<file path="config.mk">
export PLATFORM = sky130hd
export DESIGN_NAME = reset_sequencer_flat
export DESIGN_NICKNAME = d
export VERILOG_FILES = /design/src/rtl/reset_sequencer_if.sv /design/src/rtl/reset_sequencer.sv /design/src/flat_wrapper.sv
export SDC_FILE = /design/constraint.sdc
export NUM_CORES = 1
export LEC_CHECK = 0
export ABC_AREA = 0
export CAP_MARGIN = 10
export CORE_AREA = 2 2 43 45
export DETAILED_ROUTE_END_ITERATION = 8
export DIE_AREA = 0 0 45 47
export HOLD_SLACK_MARGIN = 0.03
export MAX_ROUTING_LAYER = met4
export PLACE_DENSITY = 0.68
export REMOVE_ABC_BUFFERS = 1
export SKIP_CTS_REPAIR_TIMING = 1
export SYNTH_ARGS = -nofsm -noshare
export SYNTH_HDL_FRONTEND = slang
export SYNTH_SLANG_ARGS = --single-unit
</file>
<file path="constraint.sdc">
create_clock -name clk -period 1.69 [get_ports clk]
set_input_delay 0.338 -clock clk [delete_from_list [all_inputs] [get_ports clk]]
set_output_delay 0.338 -clock clk [all_outputs]
set_load 0.01 [all_outputs]
</file>
<file path="src/rtl/reset_sequencer_if.sv">
// Reset-sequencer bundle: lock inputs, software request and the staged reset outputs.
// The sequencer takes the slave modport; the clock-domain owner or a bench takes master.
interface reset_sequencer_if #(
  parameter int NUM_LOCK = 1,
  parameter int NUM_OUT  = 4
);
  logic [NUM_LOCK-1:0] lock;
  logic                sw_reset_req;
  logic [NUM_OUT-1:0]  rst_out;
  logic                rst_done;

  modport master (
    output lock,
    output sw_reset_req,
    input  rst_out,
    input  rst_done
  );

  modport slave (
    input  lock,
    input  sw_reset_req,
    output rst_out,
    output rst_done
  );
endinterface

</file>
<file path="src/rtl/reset_sequencer.sv">
// Reset bridge and staggered release sequencer for one clock domain: asynchronous
// assertion on async_reset or lock loss, synchronous hardened and staged deassertion.
module reset_sequencer #(
  parameter int SYNC_STAGES = 2,
  parameter int NUM_LOCK    = 1,
  parameter int NUM_OUT     = 4,
  parameter int HOLD_CYCLES = 16,
  parameter int STAGE_GAP   = 8
) (
  input  logic             clk,
  input  logic             async_reset,
  reset_sequencer_if.slave bus
);

  localparam int MAX_CNT = (HOLD_CYCLES > STAGE_GAP) ? HOLD_CYCLES : STAGE_GAP;
  localparam int CW      = $clog2(MAX_CNT + 1);

  localparam logic [CW-1:0]      HOLD_LAST = CW'(HOLD_CYCLES - 1);
  localparam logic [CW-1:0]      GAP_LAST  = CW'(STAGE_GAP - 1);
  localparam logic [NUM_OUT-1:0] LAST_BIT  = NUM_OUT'(1) << (NUM_OUT - 1);

  typedef enum logic [1:0] {
    ST_ASSERT,
    ST_HOLD,
    ST_RELEASE,
    ST_DONE
  } state_t;

  logic                   arst;
  logic [SYNC_STAGES-2:0] chain;
  state_t                 state;
  logic [CW-1:0]          cnt;
  logic [NUM_OUT-1:0]     rst_q;
  logic                   done_q;

  // Any lock bit low is as strong as the hard reset pin.
  assign arst = async_reset | ~(&bus.lock);

  // The FSM's ASSERT state register is the last hardening stage, so the chain
  // itself is one flop shorter and leaving ASSERT coincides with T0.
  // NOTE: sequential state uses non-blocking assignments so every flop samples
  // pre-edge values; blocking here would collapse the chain into one stage.
  always_ff @(posedge clk or posedge arst) begin
    if (arst) chain <= '1;
    else      chain <= chain << 1;
  end

  always_ff @(posedge clk or posedge arst) begin
    if (arst) begin
      state  <= ST_ASSERT;
      cnt    <= '0;
      rst_q  <= '1;
      done_q <= 1'b0;
    end else if (state == ST_ASSERT) begin
      if (!chain[SYNC_STAGES-2]) begin
        state <= ST_HOLD;
        cnt   <= '0;
      end
    end else if (bus.sw_reset_req) begin
      state  <= ST_HOLD;
      cnt    <= '0;
      rst_q  <= '1;
      done_q <= 1'b0;
    end else begin
      case (state)
        ST_HOLD, ST_RELEASE: begin
          if (cnt == ((state == ST_HOLD) ? HOLD_LAST : GAP_LAST)) begin
            // Shifting left releases bit 0 first and keeps released bits low.
            rst_q  <= rst_q << 1;
            cnt    <= '0;
            state  <= (rst_q == LAST_BIT) ? ST_DONE : ST_RELEASE;
            done_q <= (rst_q == LAST_BIT);
          end else begin
            cnt <= cnt + CW'(1);
          end
        end
        default: ;
      endcase
    end
  end

  assign bus.rst_out  = rst_q;
  assign bus.rst_done = done_q;

endmodule
</file>
<file path="src/flat_wrapper.sv">
// flat-port wrapper written by rule: the top's interface ports become plain ports
module reset_sequencer_flat 
#(
  parameter int SYNC_STAGES = 2,
  parameter int NUM_LOCK    = 1,
  parameter int NUM_OUT     = 4,
  parameter int HOLD_CYCLES = 16,
  parameter int STAGE_GAP   = 8
)
  (clk, async_reset, bus_lock, bus_sw_reset_req, bus_rst_out, bus_rst_done);
  reset_sequencer_if #(.NUM_LOCK(NUM_LOCK), .NUM_OUT(NUM_OUT)) bus_i ();
  input  logic clk;
  input  logic async_reset;
  input wire logic [$bits(bus_i.lock)-1:0] bus_lock;
  input wire logic [$bits(bus_i.sw_reset_req)-1:0] bus_sw_reset_req;
  output wire logic [$bits(bus_i.rst_out)-1:0] bus_rst_out;
  output wire logic [$bits(bus_i.rst_done)-1:0] bus_rst_done;
  assign bus_i.lock = bus_lock;
  assign bus_i.sw_reset_req = bus_sw_reset_req;
  assign bus_rst_out = bus_i.rst_out;
  assign bus_rst_done = bus_i.rst_done;
  reset_sequencer #(.SYNC_STAGES(SYNC_STAGES), .NUM_LOCK(NUM_LOCK), .NUM_OUT(NUM_OUT), .HOLD_CYCLES(HOLD_CYCLES), .STAGE_GAP(STAGE_GAP)) u_core (.clk(clk), .async_reset(async_reset), .bus(bus_i));
endmodule
</file>
# Yosys cells after proc, flatten, opt, wreduce, memory -nomap -nowiden
# Cells that the tools add are included.
word_totals:
  mem_bits_rw: 0
  latchBits: 0
  romBits: 0
  elab_cells: 41
  output_inout_bits: 5
  regBits: 13
  mem_count: 0
op_classes:
  n_reduce_logical: 9
  add_sub_neg: 1
  n_eq_ne: 5
  n_mux: 18
  n_mul: 0
  shift: 0
  n_bitwise: 3
  n_div: 0
  order_cmp: 0
ops:
  columns: ["operator", "count"]
  rows:
  - ["$mux W5", 5]
  - ["$mux W4", 4]
  - ["$mux W2", 5]
  - ["$reduce_and A3 Y1", 2]
  - ["$reduce_bool A3 Y1", 2]
  - ["$add A5 B1 Y5 const B", 1]
  - ["$eq A5 B5 Y1", 1]
  - ["$eq A4 B4 Y1 const B", 1]
  - ["$mux W1", 4]
  - ["$reduce_bool A2 Y1", 2]
  - ["$eq A2 B1 Y1 const B", 1]
  - ["$eq A2 B2 Y1 const B", 1]
  - ["$logic_not A2 Y1", 1]
  - ["$ne A2 B2 Y1 const B", 1]
  - ["$not A1 Y1", 2]
  - ["$reduce_and A2 Y1", 1]
  - ["$reduce_or A2 Y1", 1]
  - ["$or A1 B1 Y1", 1]

# Depth between registers and ports, before layout
# Gate-level depths: netlist (run 1).
depth:
  ltp_word: 7
  mapped_depth: 6

# Worst setup path before layout (run 1)
# OpenSTA, ideal clock, no wires.
synth_path:
  kind: "register to register"
  start: "register u_core.state[0]"
  end: "register u_core.rst_q[1], in the netlist u_core.bus.rst_out[1]"
  period_less_slack_ns: 1.589
  stages_incl_launch_ff: 6
  arrival_time_ns: 1.506
  required_ns: 1.607
  setup_time_ns: 0.083
  setup_slack_ns: 0.101
  path_cell_list: "dfrtp_1 > ha_1 > xor2_2 > nor4b_4 > nand2_2 > o311a_1"
synth_between:
  elab_chain_cells: 5
synth_lines:
  columns: ["element", "line_no", "text"]
  rows:
  - ["from (decl)", "reset_sequencer.sv:31", "state_t state;"]
  - ["from (signal assigned)", "reset_sequencer.sv:71", "state <= (rst_q == LAST_BIT) ? ST_DONE : ST_RELEASE;"]
  - ["$eq A2 B1 Y1", "reset_sequencer.sv:65, reset_sequencer.sv:67", null]
  - ["$mux W4", "reset_sequencer.sv:67", "if (cnt == ((state == ST_HOLD) ? HOLD_LAST : GAP_LAST)) begin"]
  - ["$eq A5 B5 Y1", "reset_sequencer.sv:67", null]
  - ["$reduce_bool A2 Y1 (no line)", null, null]
  - ["$reduce_and A3 Y1 (no line) (*)", null, null]
  - ["to (signal assigned)", "reset_sequencer.sv:69", "rst_q <= rst_q << 1;"]
  - ["to (decl)", "reset_sequencer.sv:33", "logic [NUM_OUT-1:0] rst_q;"]
# Mark *: on every way between the ends. The rest lies on a longest branch, timed or not.
# A chain may end at the register's enable or synchronous reset.

# Worst setup path in the final report (run 1)
layout_path:
  start: "register u_core.state[1]"
  end: "register u_core.rst_q[1], in the netlist u_core.bus.rst_out[1]"
# Same word-level chain as after synthesis.

==> results by group, run 1 <==
Synth
  • Synth Warn #: 0
  • Area contributors post-synth: dfrtp_1, dfstp_2, ha_1
  • Top-count cell post-synth: dfrtp_1
  • Synth Instances: 71
  • Mean Syn Cell Area: 10.1 um^2
  • Yosys top cell area share: 0.280
  • Cell taking the most area after synthesis: dfrtp_1
  • Top cells by count, synth: dfrtp_1, nand2_1, o21ai_0
  • Post-synth EDFFs: 0
  • FF+latch count, synth: 13
  • Cell Area, Synth: 716 um^2
  • Synth Flop Type: dfrtp_1
  • Cell variety after synth: 32
  • Asr flop ratio synth: 1.00
  • Seq/Total Area, Yosys: 0.463

Floorplan
  • # rows: 15
  • Die Wd: 45 um
  • Die area: 0.00212 mm^2
  • I/O pins: 9
  • Area of the core: 0.00165 mm^2
  • DIE HEIGHT: 47 um
  • Initial Utilization: 0.433

Timing
  • Fin Hold WS: 0.415 ns
  • RSZ-0062 raised after global routing: yes
  • Fin. Hold Viols: 0
  • Final min period: 1.59 ns
  • Fin Clk Skew: 0.000443 ns
  • Fin crit share: 0.944
  • Final TNS setup: 0 ns
  • Setup violators final: 0
  • Fmax: 627 MHz
  • Final worst slack: 0.0952 ns
  • Max Transition Viols Final: 0

Global route
  • GRT met3 Usage: 0.0346
  • GRT busiest layer: met2
  • Gr usage total: 0.171
  • Largest net degree at the start of global routing: 14
  • M1 GR Usage: 0.209
  • Initial antenna violation count: 0
  • Vias in the first global route: 581
  • Total grt overflow: 0
  • GR Layer Usage met2: 0.251
  • First-pass GRT wire length: 2.40 mm

Place
  • GPL Wtd Cong: 0.784
  • Post-DP Area: 881 um^2
  • Pre-CTS WS: -0.00429 ns
  • Placed insts: 104
  • HPWL Detailed: 1.08 mm
  • I/O Buffers: 8

CTS
  • CTS buffer count: 3
  • H-tree lvl count: 1
  • CTS tree: built
  • Clk Latency, worst-skew pair: 0.27 ns
  • CTS max path bufs: 2
  • Clock sinks: 13
  • Clk slew on worst S/H paths: 0.08 ns
  • CTS root buf: clkbuf_4

Drt
  • 1st-iter DRT viols: 14
  • ANT nets after route: 0
  • Post-Route WL: 1.41 mm
  • Post-DR vias/cell: 5.40
  • Wirelength per Cell: 13.0 um
  • Total number of vias: 583
  • DRC Markers: 0
  • DRT Pass-1 Iters: 4

Final layout
  • Cell Count, Final, Fillers Out: 108
  • Layout Utilization: 0.566
  • Area grow syn2layout: 30.6%
  • Share of layout cells above drive strength 1: 0.319
  • # fillers: 151
  • Final instance area: 935 um^2
  • Nets: 99
  • Number of diodes: 0

Power
  • Pwr/cell area: 601 mW/mm^2
  • LEAKAGE: 0.379 nW
  • VDD IR max: 0.431 mV
  • Total Power: 0.561 mW

Worst setup path
  • Reg2Reg Launch Point: u_core.state[1]
  • CP Launch Type: flop
  • Worst Path Max Fanout: 4
  • R2R Setup Slk: 0.1 ns
  • Worst setup EP type: flop
  • Setup Crit Path Kind: reg -> reg
  • R2r endpoint: u_core.bus.rst_out[1]
  • Critical Path AT: 1.80 ns
  • Worst R2R Path Depth: 7
  • Worst Path Required: 1.89 ns

Run status
  • Status: complete, no violations

Run
  • Max cap viols: 0

Min path
  • Hold/Removal Path Class: in -> async
[final cells by class]
| class | instances | area, um^2 | share of cell area |
|---|---|---|---|
| well taps | 17 | 21.3 | 0.0228 |
| flip-flops and latches | 13 | 332 | 0.355 |
| inverters | 4 | 15.0 | 0.0161 |
| repair buffers | 17 | 158 | 0.169 |
| clock buffers | 4 | 26.3 | 0.0281 |
| multi-input cells | 53 | 383 | 0.410 |
[worst max-delay path, cell delays in order (launching register included)]
cell,delay (ns)
dfrtp_1,0.41
inv_2,0.07
ha_2,0.18
xor2_2,0.21
nor4b_4,0.08
buf_4,0.15
or3_1,0.30
o311a_1,0.12
[report_power, final]
part           internal (mW)  switching (mW)  leakage, nW  total [mW]
combinational         0.0218          0.0230        0.207      0.0448
sequential             0.320         0.00671        0.157       0.326
clock                 0.0914          0.0988       0.0150       0.190
total                  0.433           0.129        0.379       0.561
[routing by layer]
layer / vias up / part of all wire
li1: 297 / -
met1: 279 / 0.49
met5: - / 0
met2: 5 / 0.48
met3: 2 / 0.017
met4: 0 / 0.014
[flip-flops by register name (all words and copies together) (netlist names)]
register             flops
u_core.bus.rst_out       4
u_core.chain             1
u_core.cnt               5
u_core.state             2
u_core.bus.rst_done      1
[logic make-up after synthesis]
| group | Yosys count | share of synthesized area |
|---|---|---|
| buf+inv | 5 | 0.0262 |
| fa+ha+maj | 3 | 0.0525 |
| simple gates | 28 | 0.234 |
| compound gates | 20 | 0.196 |
| xor+xnor | 1 | 0.0227 |
| flops | 13 | 0.463 |
| other cells | 1 | 0.00524 |
[cells in the final DEF (no fill, tap or decap), types with 2 or more instances in the layout]
| cell | Yosys | final |
|---|---|---|
| nand2b_1 | 2 | 2 |
| nand2_1 | 7 | 6 |
| a21oi_1 | 4 | 4 |
| or3_1 | 2 | 2 |
| nand2_2 | 1 | 2 |
| dfstp_2 | 5 | 5 |
| dlymetal6s2s_1 | 0 | 4 |
| buf_4 | 0 | 9 |
| ha_2 | 0 | 2 |
| clkdlybuf4s50_1 | 0 | 4 |
| nor2_1 | 3 | 3 |
| o21ai_0 | 6 | 6 |
| nand3_1 | 4 | 4 |
| dfrtp_1 | 8 | 8 |
| clkbuf_4 | 0 | 3 |
| o311a_1 | 2 | 2 |
| inv_1 | 4 | 3 |
[worst max path at each step]
stage | from | endpoint | slack, ns
finish | u_core.state[1] | u_core.bus.rst_out[1] | 0.1
global route | u_core.state[1] | u_core.state[0] | -0.05
CTS | u_core.bus.rst_out[2] | bus_rst_out[2] | -0.03
detailed placement | bus_sw_reset_req | u_core.state[0] | -0.004
global placement | bus_sw_reset_req | u_core.state[0] | 0.05
floorplan | u_core.state[0] | u_core.bus.rst_out[1] | 0.10
(Power assumes the default switching activity.)
==> run 2: changes to the inputs <==
--- a/config.mk
+++ b/config.mk
@@ -14,6 +14,7 @@
 export MAX_ROUTING_LAYER = met4
 export PLACE_DENSITY = 0.68
 export REMOVE_ABC_BUFFERS = 1
+export SETUP_SLACK_MARGIN = 0.15
 export SKIP_CTS_REPAIR_TIMING = 1
 export SYNTH_ARGS = -nofsm -noshare
 export SYNTH_HDL_FRONTEND = slang
==> run 2 against run 1 <==
Sequential power about the same. Via count increased by 4.5%. Core utilization increased by 6.7 points. Clock skew increased by 0.0019 ns. Maximum frequency decreased by 0.78%. Non-clock buffer count increased by 2. Critical endpoint unchanged. Largest power group unchanged.
==> results by group, run 2 (synthesis gave the netlist of run 1 again) <==
Worst setup path
  • Worst R2R Path Depth: 6
  • Setup Crit Path Kind: reg -> reg
  • Worst Path Required: 1.89 ns
  • Critical Path AT: 1.81 ns
  • CP Launch Type: flop
  • R2R Setup Slk: 0.08 ns
  • R2r endpoint: u_core.bus.rst_out[1]
  • Worst Path Max Fanout: 4
  • Reg2Reg Launch Point: u_core.state[1]
  • Worst setup EP type: flop

Final layout
  • Most flops, register: u_core.cnt
  • Share of layout cells above drive strength 1: 0.409
  • Most frequent cells in the layout: buf_4, dfrtp_1, nand2_1
  • Area grow syn2layout: 46.0%
  • Largest register FFs: 5
  • Commonest non-fill, non-tap cell in the layout: buf_4
  • Cell Count, Final, Fillers Out: 110
  • Number of diodes: 0
  • Nets: 101

Global route
  • Vias in the first global route: 581
  • Gr usage total: 0.171
  • Total grt overflow: 0
  • Initial antenna violation count: 0
  • Largest net degree at the start of global routing: 14
  • First-pass GRT wire length: 2.40 mm

Timing
  • Fin crit share: 0.951
  • Fin Clk Skew: 0.00230 ns
  • RSZ-0062 raised after global routing: yes
  • Fin. Hold Viols: 0
  • Setup violators final: 0
  • Final min period: 1.61 ns
  • Fin Hold WS: 0.414 ns
  • Fmax: 622 MHz
  • Max Transition Viols Final: 0

Floorplan
  • Die area: 0.00212 mm^2
  • # rows: 15
  • I/O pins: 9
  • DIE HEIGHT: 47 um
  • Initial Utilization: 0.433
  • Area of the core: 0.00165 mm^2
  • Die Wd: 45 um

Drt
  • DRT Pass-1 Iters: 4
  • Total number of vias: 609
  • Wirelength per Cell: 13.9 um
  • DRC Markers: 0
  • ANT nets after route: 0
  • 1st-iter DRT viols: 14
  • Post-Route WL: 1.53 mm
  • Post-DR vias/cell: 5.54

CTS
  • CTS tree: built
  • Clock sinks: 13
  • CTS max path bufs: 2
  • CTS buffer count: 3
  • Clk slew on worst S/H paths: 0.08 ns
  • Clk Latency, worst-skew pair: 0.27 ns
  • H-tree lvl count: 1
  • CTS root buf: clkbuf_4

Power
  • Pwr/cell area: 547 mW/mm^2
  • VDD IR max: 0.438 mV
  • LEAKAGE: 0.419 nW

Place
  • Placed insts: 104
  • GPL Wtd Cong: 0.784
  • I/O Buffers: 8
  • HPWL Detailed: 1.08 mm

Run status
  • Status: complete, no violations

Min path
  • Hold/Removal Path Class: in -> async

Run
  • Max cap viols: 0
==> run 2: cell count changes in the layout (fill, tap and decap cells not counted), sizes merged <==
cell / delta
buf: +2
clkdlybuf4s50: -1
dlymetal6s2s: +1
==> run 2: critical path, stage by stage, from the launching register on <==
cell	delay (ns)
dfrtp_1	0.39
inv_2	0.06
ha_4	0.17
xor2_4	0.16
nor4b_4	0.30
nand2_2	0.14
o311a_1	0.31
==> run 2: routing by layer <==
metal / vias to the layer above / global-route usage / wire length (um) / share of wire
li1: 301 / - / - / -
met1: 291 / 0.209 / 678 / 0.44
met2: 15 / 0.251 / 779 / 0.51
met3: 2 / 0.0346 / 47 / 0.031
met4: 0 / 0.124 / 19 / 0.012
met5: - / - / 0 / 0
==> run 2: area by class of cell <==
class / count / area, um^2
fillers: 133 / 607
multi-input cells: 53 / 472
flip-flops and latches: 13 / 332
repair buffers: 19 / 179
clock buffers: 4 / 26.3
well taps: 17 / 21.3
inverters: 4 / 15.0
==> run 2: worst max-delay path by stage <==
stage	start	end	slack, ns	cells after the start
after floorplan	u_core.state[0]	u_core.bus.rst_out[1]	0.10	5
after global placement	bus_sw_reset_req	u_core.state[0]	0.05	5
after detailed placement	bus_sw_reset_req	u_core.state[0]	-0.004	5
after CTS	u_core.bus.rst_out[2]	bus_rst_out[2]	-0.03	1
after global routing	u_core.state[1]	u_core.bus.rst_out[3]	-0.0001	7
final	u_core.state[1]	u_core.bus.rst_out[1]	0.08	6
==> run 2: report_power, final <==
part           switching (mW)  internal [mW]
Combinational          0.0265         0.0263
Clock                  0.0989         0.0914
Sequential            0.00876          0.320
==> run 2: through the flow <==
stage               setup WS [ns]  setup TNS, ns  cell area [um^2]  power [mW]  utilization
CTS                       -0.0269        -0.0732               907       0.570        0.549
finish                     0.0827              0              1040       0.571        0.633
floorplan                   0.100              0               712       0.351            -
global placement           0.0455              0               881       0.375        0.533
global route            -0.000140      -0.000140              1040       0.610        0.633
detailed placement       -0.00429       -0.00429               881       0.375        0.533
==> run 3: changes to the inputs <==
--- a/config.mk
+++ b/config.mk
@@ -15,7 +15,6 @@
 export PLACE_DENSITY = 0.68
 export REMOVE_ABC_BUFFERS = 1
 export SETUP_SLACK_MARGIN = 0.15
-export SKIP_CTS_REPAIR_TIMING = 1
 export SYNTH_ARGS = -nofsm -noshare
 export SYNTH_HDL_FRONTEND = slang
 export SYNTH_SLANG_ARGS = --single-unit
==> run 3 against run 2 <==
Sequential power about the same. Via count increased by 2.0%. Critical path depth decreased by 1. Non-clock buffer count increased by 1. Cell count increased by 0.91%. Cell area decreased by 4.7%. Critical path type unchanged. Largest cell class unchanged. Highest routed layer unchanged.
==> results by group, run 3 (synthesis gave the netlist of run 1 again) <==
Run status
  • Status: complete, no violations

Worst setup path
  • Worst setup EP type: flop
  • Worst Path Max Fanout: 4
  • CP Launch Type: flop
  • Worst Path Buf+Inv: 0
  • Delay-heaviest family, CP: simple AND/OR/NAND/NOR gates
  • Worst Path Required: 1.89 ns
  • Worst stage delay on the critical path: 0.43 ns
  • Critical Path AT: 1.83 ns
  • CP max-delay cell: dfrtp_1
  • Crit-path cells: ha_4 -> xor2_4 -> nor4b_4 -> nand2_2 -> o311a_1
  • Setup Crit Path Kind: reg -> reg

Final layout
  • Cell Count, Final, Fillers Out: 111
  • Commonest non-fill, non-tap cell in the layout: buf_4
  • Nets: 102
  • Number of diodes: 0
  • Area grow syn2layout: 39.2%
  • Most frequent cells in the layout: buf_4, dfrtp_1, nand2_1
  • Final instance area: 996 um^2
  • Largest register FFs: 5
  • Share of layout cells above drive strength 1: 0.404
  • # fillers: 140
  • Most flops, register: u_core.cnt
  • Layout Utilization: 0.603

Floorplan
  • Initial Utilization: 0.433
  • I/O pins: 9
  • Area of the core: 0.00165 mm^2
  • Die Wd: 45 um
  • # rows: 15
  • Die area: 0.00212 mm^2
  • DIE HEIGHT: 47 um

Timing
  • Setup violators final: 0
  • Fin crit share: 0.963
  • Fmax: 614 MHz
  • Fin Clk Skew: 0.00120 ns
  • Final min period: 1.63 ns
  • RSZ-0062 raised after global routing: yes
  • Fin. Hold Viols: 0
  • Max Transition Viols Final: 0

CTS
  • CTS root buf: clkbuf_4
  • Clk Latency, worst-skew pair: 0.27 ns
  • Clk slew on worst S/H paths: 0.08 ns
  • H-tree lvl count: 1
  • Hold_buf cts: 0
  • CTS max path bufs: 2
  • Clock sinks: 13
  • CTS tree: built
  • CTS buffer count: 3

Place
  • I/O Buffers: 8
  • GPL Wtd Cong: 0.784
  • Post-DP Area: 881 um^2
  • HPWL Detailed: 1.08 mm
  • Placed insts: 104

Drt
  • ANT nets after route: 0
  • Wirelength per Cell: 13.8 um
  • DR WL met2: 748 um
  • Post-Route WL: 1.54 mm
  • Post-DR vias/cell: 5.59
  • DRT Pass-1 Iters: 4
  • Total number of vias: 621
  • Met3 WL: 19 um
  • 1st-iter DRT viols: 15
  • M1 WL: 729 um
  • DRC Markers: 0
  • Uppermost routed layer: met4

Power
  • Sw power: 0.134 mW
  • VDD IR max: 0.437 mV
  • LEAKAGE: 0.416 nW
  • Sw Ratio: 0.234
  • Clk network pwr share: 0.339
  • Int Pwr: 0.437 mW
  • Combinational Power Share: 0.090
  • Seq pwr share: 0.571
  • Pwr/cell area: 573 mW/mm^2

Global route
  • Vias in the first global route: 595
  • Initial antenna violation count: 0
  • Largest net degree at the start of global routing: 14
  • Total grt overflow: 0
  • First-pass GRT wire length: 2.48 mm
  • Gr usage total: 0.172

Run
  • Max cap viols: 0

Min path
  • Hold/Removal Path Class: in -> async
[run 3: area by class of cell]
cell class / count / area (um^2) / area share
clock buffers: 4 / 26.3 / 0.0264
inverters: 4 / 15.0 / 0.0151
flip-flops and latches: 13 / 332 / 0.333
well taps: 17 / 21.3 / 0.0214
repair buffers: 20 / 171 / 0.172
multi-input cells: 53 / 430 / 0.432
[run 3: worst paths after layout]
| path | cells after the start | to | slack, ns | from |
|---|---|---|---|---|
| min reg2reg | 2 | u_core.bus.rst_out[3] | 0.49 | u_core.bus.rst_out[3] |
| min in group clk | 2 | u_core.bus.rst_out[3] | 0.49 | u_core.bus.rst_out[3] |
| max in group asynchronous | 3 | u_core.bus.rst_out[3] | 0.98 | bus_lock |
| min | 3 | u_core.cnt[0] | 0.41 | async_reset |
| max | 5 | u_core.bus.rst_out[1] | 0.06 | u_core.state[0] |
| max reg2reg | 5 | u_core.bus.rst_out[1] | 0.06 | u_core.state[0] |
[run 3: power by group through the flow]
| stage | Combinational [mW] | Sequential [mW] | Clock [mW] |
|---|---|---|---|
| 3_5_place_dp | 0.0441 | 0.331 | 0 |
| 4_1_cts | 0.0481 | 0.325 | 0.200 |
| 2_1_floorplan | 0.0212 | 0.330 | 0 |
| 3_3_place_gp | 0.0441 | 0.331 | 0 |
| 5_1_grt | 0.0580 | 0.327 | 0.215 |
| 6_report | 0.0516 | 0.326 | 0.193 |
[run 3: what timing repair did]
action,in CTS,in global routing
setup endpoints to repair,13,13
gates resized for setup,10,15
pin swaps,2,2
buffers inserted,2,1
[run 3: routing by layer]
metal	up-vias	GRT usage
li1	301	-
met4	0	0.124
met5	-	-
met3	4	0.0115
met1	311	0.213
met2	5	0.266
[run 3: through the flow]
stage | worst slack, ns | total power [mW] | hold slack (ns) | setup TNS [ns]
6_report | 0.0626 | 0.570 | 0.411 | 0
5_1_grt | -0.0110 | 0.600 | 0.487 | -0.0224
4_1_cts | 0.104 | 0.574 | 0.412 | 0
3_5_place_dp | -0.00429 | 0.375 | 0.491 | -0.00429
3_3_place_gp | 0.0455 | 0.375 | 0.482 | 0
2_1_floorplan | 0.100 | 0.351 | 0.453 | 0
[run 3: worst register-to-register path: cells and delay by family, from the launching register on]
kind            cells  cell delay (ns)
compound gates      1             0.31
xor+xnor            1             0.16
fa+ha+maj           1             0.20
flops               1             0.43
simple gates        2             0.46
